===== config.mk =====
export PLATFORM = sky130hd
export DESIGN_NAME = ov7670_cam_emu
export DESIGN_NICKNAME = d
export VERILOG_FILES = /design/src/rtl/ov7670_emu_pkg.sv /design/src/rtl/ov7670_emu_pattern.sv /design/src/rtl/ov7670_cam_emu.sv
export SDC_FILE = /design/constraint.sdc
export NUM_CORES = 1
export LEC_CHECK = 0
export BUFFER_PORTS_ARGS = -buffer_cell sky130_fd_sc_hd__clkbuf_2
export CAP_MARGIN = 20
export CORE_AREA = 2 2 100 102
export CTS_CLUSTER_SIZE = 28
export DETAILED_ROUTE_END_ITERATION = 16
export DIE_AREA = 0 0 102 104
export PLACE_DENSITY = 0.67
export SLEW_MARGIN = 25
export SYNTH_ARGS = -nofsm -noshare
export SYNTH_HDL_FRONTEND = slang
export SYNTH_HIERARCHICAL = 1
export SYNTH_SLANG_ARGS = --single-unit

===== constraint.sdc =====
create_clock -name clk -period 3.1 [get_ports clk]
set_input_delay 0.62 -clock clk [delete_from_list [all_inputs] [get_ports clk]]
set_output_delay 0.62 -clock clk [all_outputs]
set_load 0.03 [all_outputs]

===== src/rtl/ov7670_emu_pkg.sv =====
// Shared types and constants for the OV7670 camera emulator.
package ov7670_emu_pkg;

  typedef enum logic [2:0] {
    IDLE   = 3'd0,
    VSYNC  = 3'd1,
    VBACK  = 3'd2,
    ACTIVE = 3'd3,
    HBLANK = 3'd4,
    VFRONT = 3'd5
  } state_e;

  // Sized for the longest default interval (V_BACK_PCLKS).
  localparam int MAX_TIMING = 13328;
  localparam int TCNT_W     = $clog2(MAX_TIMING) + 1;

  // Pixel coordinate width; large enough for any supported image size.
  localparam int COORD_W = 12;

  // Colour-bar palette, index 0 is the leftmost bar.
  localparam logic [7:0][15:0] BAR_RGB = {
    16'h0000, 16'h001F, 16'hF800, 16'hF81F,
    16'h07E0, 16'h07FF, 16'hFFE0, 16'hFFFF
  };

endpackage


===== src/rtl/ov7670_emu_pattern.sv =====
// Combinational synthetic pattern generator: pixel coordinate and
// selected pattern to one RGB565 word.
module ov7670_emu_pattern
  import ov7670_emu_pkg::*;
#(
  parameter int C_IMG_COLS = 320
) (
  input  logic [COORD_W-1:0] col,
  input  logic [5:0]         row,
  input  logic [1:0]         sel,
  input  logic [15:0]        solid_rgb,
  input  logic [4:0]         frame_lsb,
  output logic [15:0]        rgb
);

  localparam int BAR_W = C_IMG_COLS / 8;

  logic [2:0] bar;
  assign bar = 3'(col / COORD_W'(BAR_W));

  always_comb begin
    rgb = 16'h0000;
    case (sel)
      2'd0:    rgb = BAR_RGB[bar];
      2'd1:    rgb = {col[4:0], row[5:0], frame_lsb};
      2'd2:    rgb = (col[3] ^ row[3]) ? 16'hFFFF : 16'h0000;
      default: rgb = solid_rgb;
    endcase
  end

endmodule


===== src/rtl/ov7670_cam_emu.sv =====
// OV7670 parallel-bus emulator (RGB565, synthetic patterns).
// Optional macro CAM_EMU_FRAME_TAG_EN stamps pixel (0,0) with {A5, frame_cnt}.
module ov7670_cam_emu
  import ov7670_emu_pkg::*;
#(
  parameter int C_IMG_COLS    = 320,
  parameter int C_IMG_ROWS    = 240,
  parameter int PCLK_DIV      = 2,
  parameter int H_BLANK_PCLKS = 144,
  parameter int V_SYNC_PCLKS  = 2352,
  parameter int V_BACK_PCLKS  = 13328,
  parameter int V_FRONT_PCLKS = 7840
) (
  input  logic        clk,
  input  logic        rst,
  input  logic        enable,
  input  logic [1:0]  pattern_sel,
  input  logic [15:0] solid_rgb,
  output logic        pclk,
  output logic        vsync,
  output logic        href,
  output logic [7:0]  data,
  output logic        busy,
  output logic        frame_done,
  output logic [7:0]  frame_cnt,
  output logic [2:0]  state_dbg
);

  localparam int DIV_W = (PCLK_DIV > 1) ? $clog2(PCLK_DIV) : 1;

  logic [DIV_W-1:0]   div_cnt;
  logic               div_wrap;
  logic               fall_tick;
  state_e             state, state_n;
  logic [TCNT_W-1:0]  tcnt, tcnt_n;
  logic [COORD_W-1:0] row, row_n;
  logic [COORD_W-1:0] col;
  logic [1:0]         sel_q;
  logic [15:0]        solid_q;
  logic               start, done;
  logic [15:0]        pat_rgb, pix;

  assign div_wrap  = (div_cnt == DIV_W'(PCLK_DIV - 1));
  assign fall_tick = div_wrap & pclk;

  always_ff @(posedge clk or posedge rst) begin
    if (rst) begin
      div_cnt <= '0;
      pclk    <= 1'b0;
    end else if (div_wrap) begin
      div_cnt <= '0;
      pclk    <= ~pclk;
    end else begin
      div_cnt <= div_cnt + 1'b1;
    end
  end

  // tcnt counts pclk periods within the current state; in ACTIVE it is the byte index.
  always_comb begin
    state_n = state;
    tcnt_n  = tcnt + 1'b1;
    row_n   = row;
    start   = 1'b0;
    done    = 1'b0;
    case (state)
      IDLE: begin
        tcnt_n = '0;
        if (enable) begin
          state_n = VSYNC;
          start   = 1'b1;
        end
      end
      VSYNC: if (tcnt == TCNT_W'(V_SYNC_PCLKS - 1)) begin
        state_n = VBACK;
        tcnt_n  = '0;
      end
      VBACK: if (tcnt == TCNT_W'(V_BACK_PCLKS - 1)) begin
        state_n = ACTIVE;
        tcnt_n  = '0;
        row_n   = '0;
      end
      ACTIVE: if (tcnt == TCNT_W'(2 * C_IMG_COLS - 1)) begin
        state_n = HBLANK;
        tcnt_n  = '0;
      end
      HBLANK: if (tcnt == TCNT_W'(H_BLANK_PCLKS - 1)) begin
        tcnt_n = '0;
        if (row == COORD_W'(C_IMG_ROWS - 1)) begin
          state_n = VFRONT;
        end else begin
          row_n   = row + 1'b1;
          state_n = ACTIVE;
        end
      end
      VFRONT: if (tcnt == TCNT_W'(V_FRONT_PCLKS - 1)) begin
        tcnt_n = '0;
        done   = 1'b1;
        if (enable) begin
          state_n = VSYNC;
          start   = 1'b1;
        end else begin
          state_n = IDLE;
        end
      end
      default: state_n = IDLE;
    endcase
  end

  always_ff @(posedge clk or posedge rst) begin
    if (rst) begin
      state      <= IDLE;
      tcnt       <= '0;
      row        <= '0;
      sel_q      <= 2'd0;
      solid_q    <= 16'h0000;
      busy       <= 1'b0;
      frame_done <= 1'b0;
      frame_cnt  <= 8'd0;
    end else begin
      frame_done <= fall_tick & done;
      if (fall_tick) begin
        state <= state_n;
        tcnt  <= tcnt_n;
        row   <= row_n;
        if (start) begin
          sel_q   <= pattern_sel;
          solid_q <= solid_rgb;
        end
        if (done) frame_cnt <= frame_cnt + 1'b1;
        // Back-to-back frames keep busy high across the boundary.
        if (start)     busy <= 1'b1;
        else if (done) busy <= 1'b0;
      end
    end
  end

  assign col = tcnt[COORD_W:1];

  ov7670_emu_pattern #(
    .C_IMG_COLS (C_IMG_COLS)
  ) u_pattern (
    .col       (col),
    .row       (row[5:0]),
    .sel       (sel_q),
    .solid_rgb (solid_q),
    .frame_lsb (frame_cnt[4:0]),
    .rgb       (pat_rgb)
  );

`ifdef CAM_EMU_FRAME_TAG_EN
  assign pix = (col == '0 && row == '0) ? {8'hA5, frame_cnt} : pat_rgb;
`else
  assign pix = pat_rgb;
`endif

  assign vsync     = (state == VSYNC);
  assign href      = (state == ACTIVE);
  assign data      = href ? (tcnt[0] ? pix[7:0] : pix[15:8]) : 8'h00;
  assign state_dbg = state;

endmodule


==> impl_results.md, run 1 <==
* Max Slew Vio Count at 0
* Pleak at 0.00240 uW
* First-pass GRT wire length at 18700 um
* Reg power frac at 51.1%
* Worst EP required at 2.48 ns
* EDFF count, synth at 0
* Net Switching at 361 uW
* Failing checks: negative setup slack
* Post-synthesis simple-gate area fraction at 25.3%
* Compound-Gate Fraction of Synth Area at 19.5%
* Syn Inst Count at 470
* Core Area at 0.00955 mm2
* Critical path type: reg -> out
* Xor and xnor fraction of the mapped netlist area at 5.25%
* TritonCTS Buffers at 9
* Deepest clock path buffer count at 2
* Outcome: finished, violations left
* Largest net degree at the start of global routing at 33
* Synth Net Count at 494
* Fin crit period at 3.90 ns
* Dpl cells at 669
* Row Count at 36
* Drt via density at 5.66
* Fillers at 846
* RSZ-0062 raised after global routing: yes
* Post-route setup slack at -0.804 ns
* # nets final at 583
* Clock share of power at 46.8%
* WL per Instance at 16.3 um
* ANT nets after route at 0
* Asr flop ratio synth at 100%
* CP Capture Type: primary output
* Ant diodes at 0
* Post-Syn Area at 0.00417 mm2
* Synth warnings at 6
* Reg-to-Reg Start: row[0]
* Max_cap viols at 0
* Combinational share of power at 2.1%
* Area growth, synth to finish at 30.1%
* Worst reg2reg path depth at 7
* Total gr overflow at 0
* Die ar. at 0.0106 mm2
* Part of the cycle the worst path needs at 126%
* Initial antenna violation count at 0
* Clock Sinks at 60
* Worst-skew pair later-pin latency at 0.35 ns
* Width of the die at 102 um
* Post-DP HPWL at 7910 um
* Io pins at 45
* Initial core utilization at 43.7%
* Register area share after synthesis at 36.0%
* Crit start category: flop
* Pwr dens at 282 mW/mm2
* Power Total at 1530 uW
* Root buf cell: clkbuf_8
* Crit path max-delay family: compound AO/OA/AOI/OAI gates
* Multi-input logic area at 0.00267 mm2
* TritonRoute pass-1 iters at 5
* Synth Register Bits at 60
* CTS tree: done
* Post-synthesis average cell area at 8.87 um2
* F_max at 256 MHz
* Largest family of logic cells by synthesized area: simple AND/OR/NAND/NOR gates
* Clock skew at 0.0129 ns
* Die height at 104 um
* Post-route DRC at 0
* IO buf count at 44
* CP cell instances: buf_6, o21bai_4, a21oi_2, a311o_1, or2_4, buf_6, o32ai_4, nor3b_4, buf_4, a31oi_4, o221ai_4, a21oi_2, mux2i_1, nor2_2, clkbuf_8
* Crit path max fanout at 6
* CP peak stage delay at 0.46 ns
* Worst R2R Setup Slack at 0.62 ns
* Vias at 3946
* Proportion of layout cells with a drive suffix above 1 at 37.4%
* Routed WL at 11400 um
* Adder-cell share of the synthesized area at 0.900%
* Mux cell area share after synthesis at 7.56%
* Worst r2r dst: row[6]
* Hold Fails Final Rpt at 0
* Headroom to the max-slew limit at 54.3%
* Most frequent cells in the layout: dfrtp_1 (55), buf_4 (52), nor2_1 (44)
* Worst IR drop on VDD at 0.259 mV
* Netlist cell types at 77
* Worst-path clk slew at 0.07 ns
* Crit path DAT at 3.28 ns
* Initial DRC Count at 196
* H-Tree Depth at 3
* Ys flop type: dfrtp_1
* Commonest non-fill, non-tap cell in the layout: dfrtp_1
* WP buf/inv at 4
* Final count of negative-setup-slack endpoints at 8
* Vias in the first global route at 3960
* Switching Share at 23.6%
* Register area at 0.00151 mm2
* RePlAce Congestion at 0.884
* Fin util at 56.8%
* Final Instance Count excl. Fillers at 697
* Int Power at 1170 uW
* Pre-CTS WS at -0.381 ns
* Measured slew at the worst slew-check pin at 0.681 ns
* Worst min path class: in -> async
* Overall Global Routing Usage at 21.8%
* CTS Hold Buffers Added at 0
* CP max-delay cell: dfrtp_2
through the flow:
stage,hold slack (ns),TNS (ns),instance area [um2]
floorplan,0.445,-1.60,4210
global placement,0.462,-2.66,4820
detailed placement,0.469,-2.80,4820
CTS,0.343,-5.09,5270
global route,0.378,-6.73,5420
finish,0.331,-5.76,5420
cell families after synthesis:
logic type,Yosys count
xor+xnor,25
fa+ha+maj,3
mux,29
simple gates,193
compound gates,114
buf+inv,46
flops,60
routing by layer:
metal	share of wire, %	vias to the layer above	global-route usage, %
li1	-	1901	-
met1	43	1936	27.5
met2	50	81	36.6
met3	4.3	28	5.04
met4	2.4	0	6.95
met5	0	-	0
power groups by stage:
stage | Clock, uW | Sequential, uW | Combinational (uW)
final | 715 | 782 | 32.4
after global routing | 767 | 782 | 38.1
after CTS | 738 | 782 | 34.2
after detailed placement | 0 | 797 | 34.2
after global placement | 0 | 797 | 33.3
after floorplan | 0 | 798 | 12.6
worst reg2reg max path, stage by stage, from the launching register on:
cell and delay, ns:
dfrtp_1 0.44, ha_1 0.31, and4_1 0.25, a311oi_1 0.61, a21o_1 0.16, nand3_1 0.23
o21ai_0 0.25, o31ai_1 0.10
area by class of cell:
cell class / count / share of cell area [%]
Inverter: 17 / 1.22
Tap cell: 133 / 3.07
Sequential cell: 60 / 27.8
Clock buffer: 9 / 2.28
Clock inverter: 7 / 1.41
Timing Repair Buffer: 107 / 15.0
Multi-Input combinational cell: 364 / 49.2
sequential cells by signal, indices dropped and copies added, names as in the netlist:
signal      cells
state_dbg       3
frame_cnt       8
tcnt           15
solid_q        16
row            12
pclk            1
busy            1
div_cnt         1
frame_done      1
sel_q           2
cells in the mapped netlist, types with 5 or more instances:
library cell / count / area [um2]
mux2i_1: 9 / 90.1
dfrtp_1: 60 / 1500
xnor2_1: 15 / 131
nand4_1: 10 / 62.6
nand3_1: 20 / 100
nor4_1: 7 / 43.8
o22a_1: 7 / 61.3
a211oi_1: 8 / 60.1
clkbuf_1: 12 / 45.0
o31ai_1: 7 / 52.6
and4_1: 6 / 52.6
mux2_2: 20 / 225
xor2_1: 10 / 87.6
o21ai_0: 20 / 100
and3_1: 9 / 56.3
nor2_1: 54 / 203
buf_4: 5 / 37.5
a21oi_1: 29 / 145
a31oi_1: 8 / 50.1
nand2_1: 30 / 113
buf_2: 8 / 40.0
and2_1: 11 / 68.8
inv_1: 16 / 60.1
nor3_1: 12 / 60.1
worst max-delay path by stage:
stage	from	end	slack (ns)	cells after the start
after global placement	tcnt[7]	data[3]	-0.37	13
final	tcnt[8]	data[3]	-0.80	15
after floorplan	tcnt[10]	data[3]	-0.21	10
after CTS	tcnt[7]	data[4]	-0.66	14
after global routing	tcnt[8]	data[3]	-0.91	15
after detailed placement	tcnt[7]	data[3]	-0.38	13
timing repair:
action,in CTS,in global routing
buffers inserted,8,4
pin swaps,22,19
endpoints found under the setup margin,8,8
gates cloned,0,0
gates resized for setup,43,25
Power figures use the tool's default switching activity.
==> run 2, diff against run 1 <==
Settings changed: ABC_AREA set to 1, CORE_AREA 2 2 100 102 to 2 2 103 105, DIE_AREA 0 0 102 104 to 0 0 105 107, PLACE_DENSITY 0.67 to 0.65.
==> run 2 against run 1 <==
  * The flow still finishes with violations (negative setup slack)
  * Power rose by 90%
  * Global-route usage fell by 1.7 points
  * Non-clock buffer count fell by 42
  * Utilization fell by 3.3 points
  * Clock-buffer cell count did not move
  * Clock power rose by 2%
  * Design area fell by 0.51%
  * Worst hold slack got worse by 0.061 ns
  * Synthesized cell count rose by 45%
  * Die area rose by 5.9%
  * Sequential power rose by 45%
  * Critical endpoint unchanged
  * Largest power group unchanged
  * Highest routed layer unchanged
==> impl_results.md, run 2 <==
* Outcome: finished, violations left
* Failing checks: negative setup slack
* Register area at 0.00150 mm2 (-0.33%)
* ANT nets after route at 0 (unchanged)
* Adder-cell share of the synthesized area at 0.837% (-0.063 points)
* Area share of the largest cell type after synthesis at 33.5% (-2.5 points)
* Drt via density at 5.04 (-11%)
* Post-synthesis simple-gate area fraction at 46.3% (+21 points)
* Crit path top cell by count: nand2_4
* Max reg flops at 16 (unchanged)
* CP max-delay cell: dfrtp_2
* Fillers at 1027 (+21%)
* WL per Instance at 12.6 um (-22%)
* Worst EP required at 2.48 ns (about the same)
* Part of the cycle the worst path needs at 126% (about the same)
* Row Count at 37 (+2.8%)
* Area growth, synth to finish at 20.4%
* Syn Inst Count at 683 (+45%)
* Largest register by flop count: solid_q
* Post-route DRC at 0 (unchanged)
* Initial core utilization at 44.4% (+0.76 points)
* Measured slew at the worst slew-check pin at 0.647 ns (-0.0340 ns)
* Top cells by count, synth: nand2_1 (245), inv_1 (85), nand3_1 (81)
* Deepest clock path buffer count at 2 (unchanged)
* Crit path to: data[3]
* Initial DRC Count at 279 (+42%)
* Register area share after synthesis at 33.5% (-2.5 points)
* TritonCTS Buffers at 9 (unchanged)
* Pleak at 0.00292 uW (+22%)
* Max_cap viols at 0 (unchanged)
* Proportion of layout cells with a drive suffix above 1 at 23.6% (-14 points)
* Crit path from: tcnt[12]
* Compound-Gate Fraction of Synth Area at 5.64% (-14 points)
* Mux cell area share after synthesis at 0% (-7.6 points)
* RePlAce Congestion at 0.875 (-1.0%)
* Yosys top cell by area: dfrtp_1
* Crit path max-delay family: simple AND/OR/NAND/NOR gates
* RSZ-0062 raised after global routing: yes
* Xor and xnor fraction of the mapped netlist area at 2.74% (-2.5 points)
* Synth warnings at 6 (unchanged)
* Vias at 4424 (+12%)
* Hold Fails Final Rpt at 0 (unchanged)
* Post-DP HPWL at 7980 um (+0.90%)
* Worst IR drop on VDD at 0.252 mV (-3.0%)
* # nets final at 760 (+30%)
* Worst R2R Setup Slack at 0.77 ns (+0.15 ns)
* Critical path type: reg -> out
* Crit path max fanout at 5 (-1)
* Power Total at 2900 uW (+90%)
* WP buf/inv at 6 (+2)
* Die ar. at 0.0112 mm2 (+5.9%)
* Core Area at 0.0101 mm2 (+5.7%)
* First-pass GRT wire length at 18400 um (-1.6%)
* Initial antenna violation count at 0 (unchanged)
* Pre-CTS WS at -0.404 ns (-0.0231 ns)
* Fin crit period at 3.91 ns (+0.00326 ns)
* Worst reg2reg path depth at 7 (unchanged)
* Fin util at 53.5% (-3.3 points)
* Worst-skew pair later-pin latency at 0.36 ns (about the same)
* Ant diodes at 0 (unchanged)
* Post-synthesis average cell area at 6.56 um2 (-26%)
* Worst r2r dst: row[11]
* Crit path DAT at 3.29 ns (about the same)
* Netlist cell types at 39 (-49%)
* H-Tree Depth at 3 (unchanged)
* Clock skew at 0.0169 ns (+0.00392 ns)
* Multi-input logic area at 0.00271 mm2 (+1.6%)
* Largest family of logic cells by synthesized area: simple AND/OR/NAND/NOR gates
* Synth Net Count at 707 (+43%)
* CP Depth at 32 (+17)
* CTS tree: done
* Overall Global Routing Usage at 20.2% (-1.7 points)
* Largest cells by area after synthesis: dfrtp_1 (33%), nand2_1 (21%), nand3_1 (9.0%)
* Crit start category: flop
* Largest net degree at the start of global routing at 27 (-18%)
* Vias in the first global route at 4061 (+2.6%)
* Post-Syn Area at 0.00448 mm2 (+7.5%)
* CP peak stage delay at 0.43 ns (-0.03 ns)
* Pwr dens at 538 mW/mm2 (+91%)
* Ys flop type: dfrtp_1
* Root buf cell: clkbuf_8
* IO buf count at 44 (unchanged)
* Worst min path class: in -> async
* Worst-path clk slew at 0.08 ns (about the same)
* Total gr overflow at 0 (unchanged)
* Registers with the most flip-flops: solid_q (16), tcnt (15), row (12)
* Clock Sinks at 60 (unchanged)
* EDFF count, synth at 0 (unchanged)
* Die height at 107 um (+2.9%)
* Headroom to the max-slew limit at 56.7% (+2.4 points)
* Post-route setup slack at -0.807 ns (-0.00326 ns)
* F_max at 256 MHz (about the same)
* CTS Hold Buffers Added at 0 (unchanged)
* Commonest non-fill, non-tap cell in the layout: nand2_1
* TritonRoute pass-1 iters at 5 (unchanged)
* Most frequent cells in the layout: nand2_1 (230), inv_1 (73), nand3_1 (71)
* Synth Register Bits at 60 (unchanged)
* Io pins at 45 (unchanged)
* Width of the die at 105 um (+2.9%)
* Reg-to-Reg Start: tcnt[0]
* Routed WL at 11100 um (-2.4%)
* Final count of negative-setup-slack endpoints at 8 (unchanged)
* CP Capture Type: primary output
* Cell with the most instances after synthesis: nand2_1
* Asr flop ratio synth at 100% (unchanged)
* Max Slew Vio Count at 0 (unchanged)
==> run 2: cell types whose count changed after synthesis, moves of 9 or more <==
cell / delta
nand2_1: +215
inv_1: +69
nand3_1: +61
a21oi_1: -23
mux2_2: -20
xnor2_1: -13
nand2_2: +12
nand4_1: +12
and2_1: -11
inv_2: +10
and3_1: -9
mux2i_1: -9
nor2_1: -9
==> run 2: layout make-up <==
class                   count  area share [%]
well taps                 136            3.15
inverters                  96            6.68
repair buffers             65            8.39
flip-flops and latches     60            27.8
clock inverters             7            1.39
multi-input cells         504            50.2
clock buffers               9            2.30
==> run 2: through the flow <==
step / instances / hold WS (ns) / TNS (ns) / area, um2
2_1_floorplan: 683 / 0.417 / -0.209 / 4500
3_3_place_gp: 856 / 0.430 / -1.87 / 4880
3_5_place_dp: 856 / 0.438 / -3.12 / 4880
4_1_cts: 872 / 0.294 / -5.44 / 5150
5_1_grt: 877 / 0.318 / -7.48 / 5400
6_report: 877 / 0.270 / -6.12 / 5400
==> run 2: power breakdown <==
group / leakage (uW) / switching, uW / internal, uW
combinational: 0.00202 / 681 / 370
clock: 0.000104 / 351 / 375
sequential: 0.000793 / 202 / 925
==> run 2: how the worst min path moves through the flow <==
stage	startpoint	end	slack, ns
finish	rst	frame_cnt[6]	0.27
floorplan	div_cnt	div_cnt	0.42
global route	rst	frame_cnt[6]	0.32
CTS	rst	frame_cnt[7]	0.29
detailed placement	div_cnt	div_cnt	0.44
global placement	div_cnt	div_cnt	0.43
==> run 2: layer usage <==
metal / global-route usage [%] / share of wire, %
met2: 33.9 / 48
met5: 0 / 0
met1: 26.5 / 47
met3: 2.55 / 3.0
met4: 7.90 / 2.0
==> run 2: cells by family (layout without fill, tap and decap cells) <==
group | after synthesis | after routing
buf+inv | 119 | 177
compound gates | 41 | 41
fa+ha+maj | 3 | 3
simple gates | 446 | 446
xor+xnor | 14 | 14
flops | 60 | 60
==> run 2: worst reg2reg max path, delay by kind of cell (launching register included) <==
family	cells	cell delay, ns
AOI/OAI and AO/OA	1	0.34
adders and majority gates	1	0.27
DFF	1	0.62
and+or+nand+nor	5	0.99
==> run 2: what timing repair did <==
| item | 4_1_cts | 5_1_grt |
|---|---|---|
| endpoints found under the setup margin | 8 | 8 |
| pin swaps | 15 | 13 |
| setup buffers | 0 | 4 |
| gates resized for setup | 21 | 50 |
